File: src/rtl/res_station.sv
// Single-entry reservation station for one ALU/shift functional unit.
// Holds one issued op, snoops the CDB to fill pending operands, and frees
// itself when its own tag's result is broadcast on the CDB.

package res_station_pkg;

  typedef logic [31:0] word32_t;

  // Producer identities on the CDB; NO_VAL marks an idle bus / ready operand.
  typedef enum logic [2:0] {
    NO_VAL = 3'd0,
    ALU_1  = 3'd1,
    ALU_2  = 3'd2,
    ALU_3  = 3'd3,
    LSU_1  = 3'd4,
    LSU_2  = 3'd5,
    MUL_1  = 3'd6,
    MUL_2  = 3'd7
  } rs_tag_t;

  typedef enum logic [3:0] {
    ADDI = 4'd0,
    ADDR = 4'd1,
    SUBR = 4'd2,
    ANDR = 4'd3,
    ORR  = 4'd4,
    XORR = 4'd5,
    ANDI = 4'd6,
    ORI  = 4'd7,
    XORI = 4'd8,
    SLTR = 4'd9,
    SLTI = 4'd10,
    LUI  = 4'd11
  } alu_op_t;

  typedef enum logic [2:0] {
    SLLI = 3'd0,
    SRLI = 3'd1,
    SRAI = 3'd2,
    SLLR = 3'd3,
    SRLR = 3'd4,
    SRAR = 3'd5
  } shift_op_t;

  typedef struct packed {
    rs_tag_t tag;
    word32_t val;
  } cdb_t;

endpackage

module res_station
  import res_station_pkg::*;
#(
  parameter rs_tag_t TAG = ALU_1
) (
  input  logic      clk_i,
  input  logic      reset_i,
  input  cdb_t      cdb_i,
  input  logic      write_i,
  input  alu_op_t   alu_opcode_i,
  input  shift_op_t shift_opcode_i,
  input  rs_tag_t   tag1_i,
  input  rs_tag_t   tag2_i,
  input  word32_t   value1_i,
  input  word32_t   value2_i,
  output logic      fu_ready_o,
  output alu_op_t   fu_alu_oper_o,
  output shift_op_t fu_shift_oper_o,
  output word32_t   fu_rs1_val_o,
  output word32_t   fu_rs2_val_o,
  output logic      busy_o
);

  // Entry state; operand 1 lives at index 0, operand 2 at index 1.
  logic      r_busy;
  alu_op_t   r_op_alu;
  shift_op_t r_op_shift;
  rs_tag_t   r_tag [2];
  word32_t   r_val [2];

  // Next-state values and issue-side operand views.
  logic      w_busy_next;
  alu_op_t   w_op_alu_next;
  shift_op_t w_op_shift_next;
  rs_tag_t   w_tag_next [2];
  word32_t   w_val_next [2];
  rs_tag_t   w_tag_in   [2];
  word32_t   w_val_in   [2];
  logic      w_fwd_in   [2];
  logic      w_snoop    [2];

  logic      w_cdb_valid;
  logic      w_own_bcast;
  logic      w_accept;

  assign w_tag_in[0] = tag1_i;
  assign w_tag_in[1] = tag2_i;
  assign w_val_in[0] = value1_i;
  assign w_val_in[1] = value2_i;

  // An idle bus (NO_VAL) must never look like a match, even against a
  // register that itself holds NO_VAL.
  assign w_cdb_valid = (cdb_i.tag != NO_VAL);
  assign w_own_bcast = w_cdb_valid && (cdb_i.tag == TAG);

  // A new op may land in the same cycle the current one's result is on the
  // CDB, so the entry turns over without a bubble.
  assign w_accept = write_i && (!r_busy || w_own_bcast);

  genvar gi;
  generate
    for (gi = 0; gi < 2; gi++) begin : g_operand
      // Operand whose producer is broadcasting right now is forwarded at issue.
      assign w_fwd_in[gi] = (w_tag_in[gi] != NO_VAL) && (w_tag_in[gi] == cdb_i.tag);
      // Pending operand captured while the entry waits.
      assign w_snoop[gi]  = r_busy && (r_tag[gi] != NO_VAL) && (r_tag[gi] == cdb_i.tag);

      assign w_tag_next[gi] = w_accept ? (w_fwd_in[gi] ? NO_VAL : w_tag_in[gi])
                                       : (w_snoop[gi]  ? NO_VAL : r_tag[gi]);
      assign w_val_next[gi] = w_accept ? (w_fwd_in[gi] ? cdb_i.val : w_val_in[gi])
                                       : (w_snoop[gi]  ? cdb_i.val : r_val[gi]);
    end
  endgenerate

  // Occupancy and opcode next-state: load on accept, release on own broadcast.
  always_comb begin
    w_busy_next     = r_busy;
    w_op_alu_next   = r_op_alu;
    w_op_shift_next = r_op_shift;
    if (w_accept) begin
      w_busy_next     = 1'b1;
      w_op_alu_next   = alu_opcode_i;
      w_op_shift_next = shift_opcode_i;
    end else if (r_busy && w_own_bcast) begin
      w_busy_next     = 1'b0;
    end
  end

  // State register; reset overrides everything, including an op in flight.
  always_ff @(posedge clk_i) begin
    if (reset_i) begin
      r_busy     <= 1'b0;
      r_op_alu   <= ADDI;
      r_op_shift <= SLLI;
      for (int i = 0; i < 2; i++) begin
        r_tag[i] <= NO_VAL;
        r_val[i] <= '0;
      end
    end else begin
      r_busy     <= w_busy_next;
      r_op_alu   <= w_op_alu_next;
      r_op_shift <= w_op_shift_next;
      for (int i = 0; i < 2; i++) begin
        r_tag[i] <= w_tag_next[i];
        r_val[i] <= w_val_next[i];
      end
    end
  end

  assign busy_o          = r_busy;
  assign fu_ready_o      = r_busy && (r_tag[0] == NO_VAL) && (r_tag[1] == NO_VAL);
  assign fu_alu_oper_o   = r_op_alu;
  assign fu_shift_oper_o = r_op_shift;
  assign fu_rs1_val_o    = r_val[0];
  assign fu_rs2_val_o    = r_val[1];

endmodule

File: config.mk
export PLATFORM = sky130hd
export DESIGN_NAME = res_station
export DESIGN_NICKNAME = d
export VERILOG_FILES = /design/src/rtl/res_station.sv
export SDC_FILE = /design/constraint.sdc
export NUM_CORES = 1
export LEC_CHECK = 0
export BUFFER_PORTS_ARGS = -buffer_cell sky130_fd_sc_hd__buf_4
export CAP_MARGIN = 40
export CORE_UTILIZATION = 43
export DETAILED_ROUTE_END_ITERATION = 7
export PLACE_DENSITY = 0.77
export SLEW_MARGIN = 10
export SYNTH_ARGS = -nofsm -noshare
export SYNTH_HDL_FRONTEND = slang
export SYNTH_SLANG_ARGS = --single-unit
File: constraint.sdc
create_clock -name clk_i -period 1.53 [get_ports clk_i]
set_input_delay 0.306 -clock clk_i [delete_from_list [all_inputs] [get_ports clk_i]]
set_output_delay 0.306 -clock clk_i [all_outputs]
set_load 0.03 [all_outputs]
; ---- After elaboration in Yosys (flattened, before gate mapping)
; Memories as Yosys holds them, arrays and structs flattened.
; Index checks and enable logic that the tools add are counted.
; W data, S select, Z words.
[word_totals]
regBits = 8
ramBits = 70
mem_bits_ro = 0
in_bits = 115
mem_count = 2
output_inout_bits = 73
word_cells = 56
latchBits = 0
[memory_table]
columns = name, depth, word_bits, rd, rd_clocked_by_memory_dff, wr, line_no
row1 = r_val, 2, 32, 2, 0, 2, 80  ; word32_t r_val [2];
row2 = r_tag, 2, 3, 2, 0, 2, 79  ; rs_tag_t r_tag [2];
[op_classes]
n_reduce_logical = 21
n_eq_ne = 5
shift = 0
n_div = 0
n_addsub = 0
muxes = 21
order_cmp = 0
multipliers = 0
bitwise_logic = 4
[op_table]
columns = cell, n
row1 = $mux W32, 8
row2 = $mux W3, 8
row3 = $reduce_bool A3 Y1, 5
row4 = $eq A3 B3 Y1, 4
row5 = $logic_and A1 B1 Y1, 11
row6 = $logic_not A3 Y1, 2
row7 = $mux W1, 5
row8 = $or A1 B1 Y1, 4
row9 = $eq A3 B1 Y1 const B, 1
row10 = $reduce_bool A2 Y1, 1
row11 = $logic_not A1 Y1, 1
row12 = $logic_or A1 B1 Y1, 1

; ---- Longest topological paths before layout
; Gate-level depths: netlist (run 1).
[depth]
depth_word = 6
ltp_mapped = 8
mapped_depth_nobuf = 4

; ---- Worst setup path before layout (run 1)
; OpenSTA, ideal clock, no wires.
[synth_timing]
path_kind = register -> output
from = register r_busy, in the netlist busy_o
to = output fu_ready_o
n_path_buf = 1
arrival_ps = 1786
stages_incl_launch_ff = 4
setup_slack_ps = -562
t_required_ps = 1224
path_cell_list = dfxtp_1 -> buf_2 -> inv_2 -> nor4_1
[synth_via]
elab_chain_cells = 2
[synth_rtl]
columns = element, line_no
row1 = start: declaration, 76  ; logic r_busy;
row2 = start signal: assignment, 151  ; r_busy <= w_busy_next;
row3 = $logic_and A1 B1 Y1 (2 in series), 162  ; assign fu_ready_o = r_busy && (r_tag[0] == NO_VAL) && (r_tag[1] == NO_VAL);
row4 = end: declaration, 67  ; output logic fu_ready_o,
; Every way passes these cells.

==> metrics.md, run 1 <==
| Metric | Value |
|---|---|
| Outcome | `finished, violations left` |
| Failing checks | `negative setup slack` |
| Min cycle time layout | `around 1900 ps` |
| H-Tree Depth | `3` |
| CP Max Fanout | `3` |
| Diodes inserted | `0` |
| Antenna-violating nets left | `0` |
| First DRT Iteration DRCs | `around 270` |
| Drt wl/cell | `between 20 and 25 um` |
| Pins Over Slew Limit | `0` |
| Synth unique cells | `28` |
| Area added between synthesis and finish | `59.6%` |
| Final weighted congestion in routability-driven placement | `~0.85` |
| Final Cycle Share | `1.24` |
| Die Width | `101 um` |
| Worst VDD drop | `0.000609 V` |
| Total power | `5.65 mW` |
| RSZ-0062 raised after global routing | `true` |
| Most frequent cells in the layout | `buf_4, dfxtp_1, o211ai_1, mux2i_1, o221ai_2` |
| Vias in the first global route | `~4800` |
| Number of cell rows | `35` |
| Post-Syn Instances | `432` |
| Fin worst setup slack | `-375 ps` |
| Yosys warnings | `0` |
| P_leak | `between 2 and 3 nW` |
| Critical path class | `reg2out` |
| Hold-fix buffers, CTS | `0` |
| Hold path cells | `3` |
| Clk sinks | `around 80` |
| Worst-skew pair later-pin latency | `around 360 ps` |
| Global route overflow | `0` |
| Net count after synthesis | `~550` |
| Clk_skew | `between 10 and 15 ps` |
| Fin. Hold Viols | `0` |
| Post-synthesis sequential area ratio | `0.369` |
| CTS tree | `built` |
| I/O Pins | `188` |
| DRC viols | `0` |
| Worst reg-to-reg path cell count | `6` |
| Area of placed instances | `~5800 um^2` |
| CTS Root Cell | `clkbuf_8` |
| Total track usage | `0.314` |
| Total core area | `9370 um^2` |
| Setup WS pre-CTS | `-255 ps` |
| Max clock buf depth | `2` |
| Worst path arrival time | `1600 ps` |
| Die Area | `approximately 10000 um^2` |
| Vias/cell | `around 6.2` |
| First-pass GRT wire length | `between 20 and 25 mm` |
| Mapped Avg Cell Area | `about 9.8 um^2` |
| Die Ht | `~100 um` |
| Largest net degree at the start of global routing | `56` |
| Worst Setup End Kind | `output port` |
| Vias | `roughly 4700` |
| Net count, final | `between 700 and 800` |
| Commonest non-fill, non-tap cell in the layout | `buf_4` |
| Worst-margin pin slew | `328 ps` |
| Seq cells post-synth | `between 70 and 80` |
| Reg clk slew, reported paths | `roughly 90 ps` |
| Type of origin of the critical path | `flop` |
| Initial antenna violation count | `0` |
| Num CTS Buffers | `9` |
| IO buf count | `~190` |
| Drt first pass iters | `5` |
| Hpwl dp | `about 10 mm` |
| Share of cells above drive strength 1 | `0.525` |
| Finish-stage setup viols | `68` |
| Routed Wire Length | `between 15 and 20 mm` |
| Cell area power density | `between 800 and 900 nW/um^2` |
| Final design area excluding fillers | `~6800 um^2` |
| Fmax | `525 MHz` |
| Hold crit path type | `in2reg` |
| Syn Std Cell Area | `between 4000 and 5000 um^2` |
| Max cap viols | `0` |
| Slew headroom | `0.781` |
| Worst EP required | `between 1000 and 1500 ps` |
| Initial Utilization | `0.452` |
[sequential cells by signal, indices dropped and copies added, names as in the netlist]
signal           cells
busy_o               1
fu_alu_oper_o        4
fu_shift_oper_o      3
r_tag                6
r_val               64
[cells in the mapped netlist, drive strengths merged]
cell type | number | share of area
or3b | 1 | 0.0027
nand3 | 2 | 0.0024
a21bo | 1 | 0.0024
xor2 | 4 | 0.0083
or3 | 1 | 0.0015
a211oi | 1 | 0.0047
dfxtp | 78 | 0.37
buf | 28 | 0.064
or4 | 1 | 0.0018
clkbuf | 27 | 0.024
o221ai | 64 | 0.13
a21oi | 16 | 0.019
a21boi | 1 | 0.0044
nand2b | 1 | 0.0015
nand3b | 6 | 0.011
and4 | 2 | 0.0041
and4bb | 1 | 0.0030
o211ai | 70 | 0.12
a211o | 2 | 0.0041
mux2i | 64 | 0.15
nor2 | 1 | 0.00089
nor4 | 1 | 0.0015
or2 | 2 | 0.0030
nand2 | 48 | 0.043
inv | 1 | 0.00089
xnor2 | 8 | 0.017
[cell families after synthesis]
kind of cell / after synthesis / synth area share
AO/OA/AOI/OAI: 155 / 0.291
XOR/XNOR: 12 / 0.0248
buffers and inverters: 56 / 0.0887
flip-flops: 78 / 0.369
multiplexers: 64 / 0.151
AND/OR/NAND/NOR: 67 / 0.0754
[layer usage]
layer	up-vias	GRT usage	routed length [um]
met4	0	0.105	375
met1	2311	0.385	6270
li1	2091	-	-
met3	34	0.0594	1370
met5	-	0	0
met2	281	0.553	8150
[area by class of cell]
class / instances / area (um^2)
clock buffer: 9 / 124
clock inverter: 7 / 77.6
fill: 689 / 2620
inverter: 1 / 3.75
multi-input combinational: 298 / 2720
sequential: 78 / 1580
tap: 129 / 161
timing repair buffer: 235 / 2090
[per-stage QoR]
step | util | hold slack (ps) | cells | setup TNS, ps
floorplan | - | 422 | 432 | -8870
CTS | 0.714 | 187 | 757 | -3240
finish | 0.721 | 199 | 757 | -7290
global route | 0.721 | 197 | 757 | -10370
detailed placement | 0.620 | 457 | 729 | -12420
global placement | 0.620 | 445 | 729 | -9550
[worst paths after layout]
kind	start	to	slack, ps
setup / recovery	r_tag[0][1]	fu_ready_o	-370
hold / removal	alu_opcode_i[1]	fu_alu_oper_o[1]	200
setup reg to reg	r_tag[0][1]	r_val[0][30]	-230
hold reg to reg	fu_alu_oper_o[2]	fu_alu_oper_o[2]	470
[power breakdown]
part	internal, mW	switching, mW	total [mW]
registers	2.18	0.0993	2.28
logic	0.777	0.969	1.75
clock network	0.775	0.856	1.63
[what timing repair did]
| item | CTS | global route |
|---|---|---|
| setup buffers | 3 | 1 |
| setup endpoints to repair | 63 | 67 |
| cloned | 9 | 1 |
| pin swaps | 49 | 12 |
| gates resized for setup | 82 | 17 |
[critical path, stage by stage (launching register included)]
cell,delay [ps]
dfxtp_4,370
or4_4,520
nor4_4,190
buf_6,170
Power figures use the tool's default switching activity.
==> run 2: changes to the inputs <==
--- a/config.mk
+++ b/config.mk
@@ -10,6 +10,7 @@
 export CORE_UTILIZATION = 43
 export DETAILED_ROUTE_END_ITERATION = 7
 export PLACE_DENSITY = 0.77
+export SKIP_LAST_GASP = 1
 export SLEW_MARGIN = 10
 export SYNTH_ARGS = -nofsm -noshare
 export SYNTH_HDL_FRONTEND = slang
==> run 2 against run 1 <==
  * The flow still finishes with violations (negative setup slack)
  * Sequential power hardly changed
  * Critical path depth stayed put
  * Clock power hardly changed
  * Critical path type unchanged
  * Critical endpoint unchanged
==> metrics.md, run 2 (same netlist as run 1, synthesis figures left out) <==
| Metric | Value |
|---|---|
| Global route overflow | `0 (unchanged)` |
| Fillers | `701 (+1.7%)` |
| Type of origin of the critical path | `flop` |
| Num CTS Buffers | `9 (unchanged)` |
| Diodes inserted | `0 (unchanged)` |
| Pins Over Slew Limit | `0 (unchanged)` |
| Share of cells above drive strength 1 | `0.516 (-0.00955)` |
| Worst reg-to-reg path cell count | `6 (unchanged)` |
| Max cap viols | `0 (unchanged)` |
| Finish-stage setup viols | `69 (+1.5%)` |
| Clk sinks | `78 (unchanged)` |
| Worst-margin pin slew | `325 ps (-3.09 ps)` |
| Critical path class | `reg2out` |
| Worst VDD drop | `0.000606 V (-0.51%)` |
| CTS tree | `built` |
| Number of cell rows | `35 (unchanged)` |
| Hpwl dp | `10.2 mm (unchanged)` |
| Vias/cell | `6.17 (-0.91%)` |
| Antenna-violating nets left | `0 (unchanged)` |
| Worst Setup End Kind | `output port` |
| Worst path arrival time | `1600 ps (about the same)` |
| Die Width | `101 um (unchanged)` |
| CP endpoint | `fu_ready_o` |
| Hold crit path type | `in2reg` |
| Post-layout util | `0.715 (-0.00561)` |
| Fin. Hold Viols | `0 (unchanged)` |
| Hold Slack | `192 ps (-7.23 ps)` |
| Die Area | `10200 um^2 (unchanged)` |
| Initial antenna violation count | `0 (unchanged)` |
| Worst EP required | `1220 ps (about the same)` |
| Final Cycle Share | `1.25 (+0.00251)` |
| Area added between synthesis and finish | `58.3%` |
| CP Cell Sequence | `or4_4 > nor4_4 > buf_6` |
| Total power | `5.64 mW (-0.30%)` |
| Fmax | `524 MHz (-0.20%)` |
| I/O Pins | `188 (unchanged)` |
| Clk_skew | `12.5 ps (-0.161 ps)` |
| Vias in the first global route | `4740 (-1.1%)` |
| Slew headroom | `0.783 (+0.00207)` |
| Fin worst setup slack | `-378 ps (-3.85 ps)` |
| Register Area | `1580 um^2 (about the same)` |
| Largest net degree at the start of global routing | `56 (unchanged)` |
| P_leak | `2.63 nW (-0.36%)` |
| Largest stage delay, worst path | `550 ps (+30 ps)` |
| DRC viols | `0 (unchanged)` |
| Failing checks | `negative setup slack` |
| TNS Setup | `-8330 ps (-1040 ps)` |
| Most frequent cells in the layout | `buf_4, dfxtp_1, o211ai_1, mux2i_1, o221ai_2` |
| Die Ht | `101 um (unchanged)` |
| Outcome | `finished, violations left` |
| Area occupied by multi-input gates | `2670 um^2 (-1.7%)` |
| Final weighted congestion in routability-driven placement | `0.853 (unchanged)` |
| Min cycle time layout | `1910 ps (+3.85 ps)` |
| Max reg flops | `64 (unchanged)` |
| CTS Root Cell | `clkbuf_8` |
| CP Max Fanout | `3 (unchanged)` |
| IO buf count | `187 (unchanged)` |
| RSZ-0062 raised after global routing | `true` |
| Worst-skew pair later-pin latency | `360 ps (about the same)` |
| Initial Utilization | `0.452 (unchanged)` |
| Vias | `4674 (-0.91%)` |
| Register bank with the most flops | `r_val` |
| Total core area | `9370 um^2 (unchanged)` |
| Net count, final | `738 (unchanged)` |
| Routed Wire Length | `16.2 mm (about the same)` |
| CP max stage cell | `or4_4` |
| Drt first pass iters | `5 (unchanged)` |
| Cell area power density | `841 nW/um^2 (+0.48%)` |
| Reg clk slew, reported paths | `100 ps (about the same)` |
| Hold-fix buffers, CTS | `0 (unchanged)` |
| First-pass GRT wire length | `24.6 mm (-1.1%)` |
| Worst reg2reg path startpoint | `r_tag[0][1]` |
| FF-to-FF End | `r_val[0][30]` |
| H-Tree Depth | `3 (unchanged)` |
| First DRT Iteration DRCs | `276 (+1.5%)` |
| Total track usage | `0.312 (-0.00230)` |
| Worst setup path start | `r_tag[0][0]` |
| Drt wl/cell | `21.3 um (about the same)` |
| Max clock buf depth | `2 (unchanged)` |
| Commonest non-fill, non-tap cell in the layout | `buf_4` |
| R2R setup slack | `-230 ps (about the same)` |
run 2: what timing repair did:
action / CTS / global route
endpoints found under the setup margin: 63 / 67
buffers inserted: 3 / 1
pin swaps: 34 / 17
cloned: 9 / 1
gates resized for setup: 62 / 29
hold endpoints to repair: 0 / 0
run 2: critical path, delay by kind of cell (launching register included):
family,cells,cell delay [ps]
DFF,1,340
buffers and inverters,1,170
and+or+nand+nor,2,740
run 2: final cells by class:
cell class | instances | share of cell area
inverter | 1 | 0.000560
tap | 129 | 0.0241
clock inverter | 7 | 0.0116
clock buffer | 9 | 0.0185
timing repair buffer | 235 | 0.311
multi-input combinational | 298 | 0.399
sequential | 78 | 0.235
run 2: worst min-delay path by stage:
| stage | to | cells after the start | startpoint |
|---|---|---|---|
| after floorplan | busy_o | 2 | write_i |
| after global routing | fu_shift_oper_o[0] | 3 | shift_opcode_i[0] |
| after detailed placement | fu_shift_oper_o[1] | 2 | fu_shift_oper_o[1] |
| final | fu_shift_oper_o[1] | 3 | shift_opcode_i[1] |
| after CTS | fu_shift_oper_o[1] | 3 | shift_opcode_i[1] |
| after global placement | fu_shift_oper_o[2] | 2 | fu_shift_oper_o[2] |
run 2: through the flow:
step	instance area, um^2	setup WS, ps	cells
final	6700	-378	757
after global placement	5810	-168	729
after floorplan	4290	-143	432
after CTS	6570	-374	757
after global routing	6700	-423	757
after detailed placement	5810	-255	729
run 2: layer usage:
layer  share of wire  track usage  vias to the layer above
li1                -            -                     2094
met1            0.38        0.381                     2233
met2            0.49        0.527                      295
met3           0.089       0.0656                       52
met4           0.036        0.139                        0
met5               0            0                        -
run 2: where the power goes:
| group | leakage, nW | internal (mW) | switching, mW | total [mW] |
|---|---|---|---|---|
| Clock | 0.101 | 0.775 | 0.853 | 1.63 |
| Combinational | 1.89 | 0.772 | 0.960 | 1.73 |
| Sequential | 0.644 | 2.18 | 0.0992 | 2.28 |
| Total | 2.63 | 3.73 | 1.91 | 5.64 |
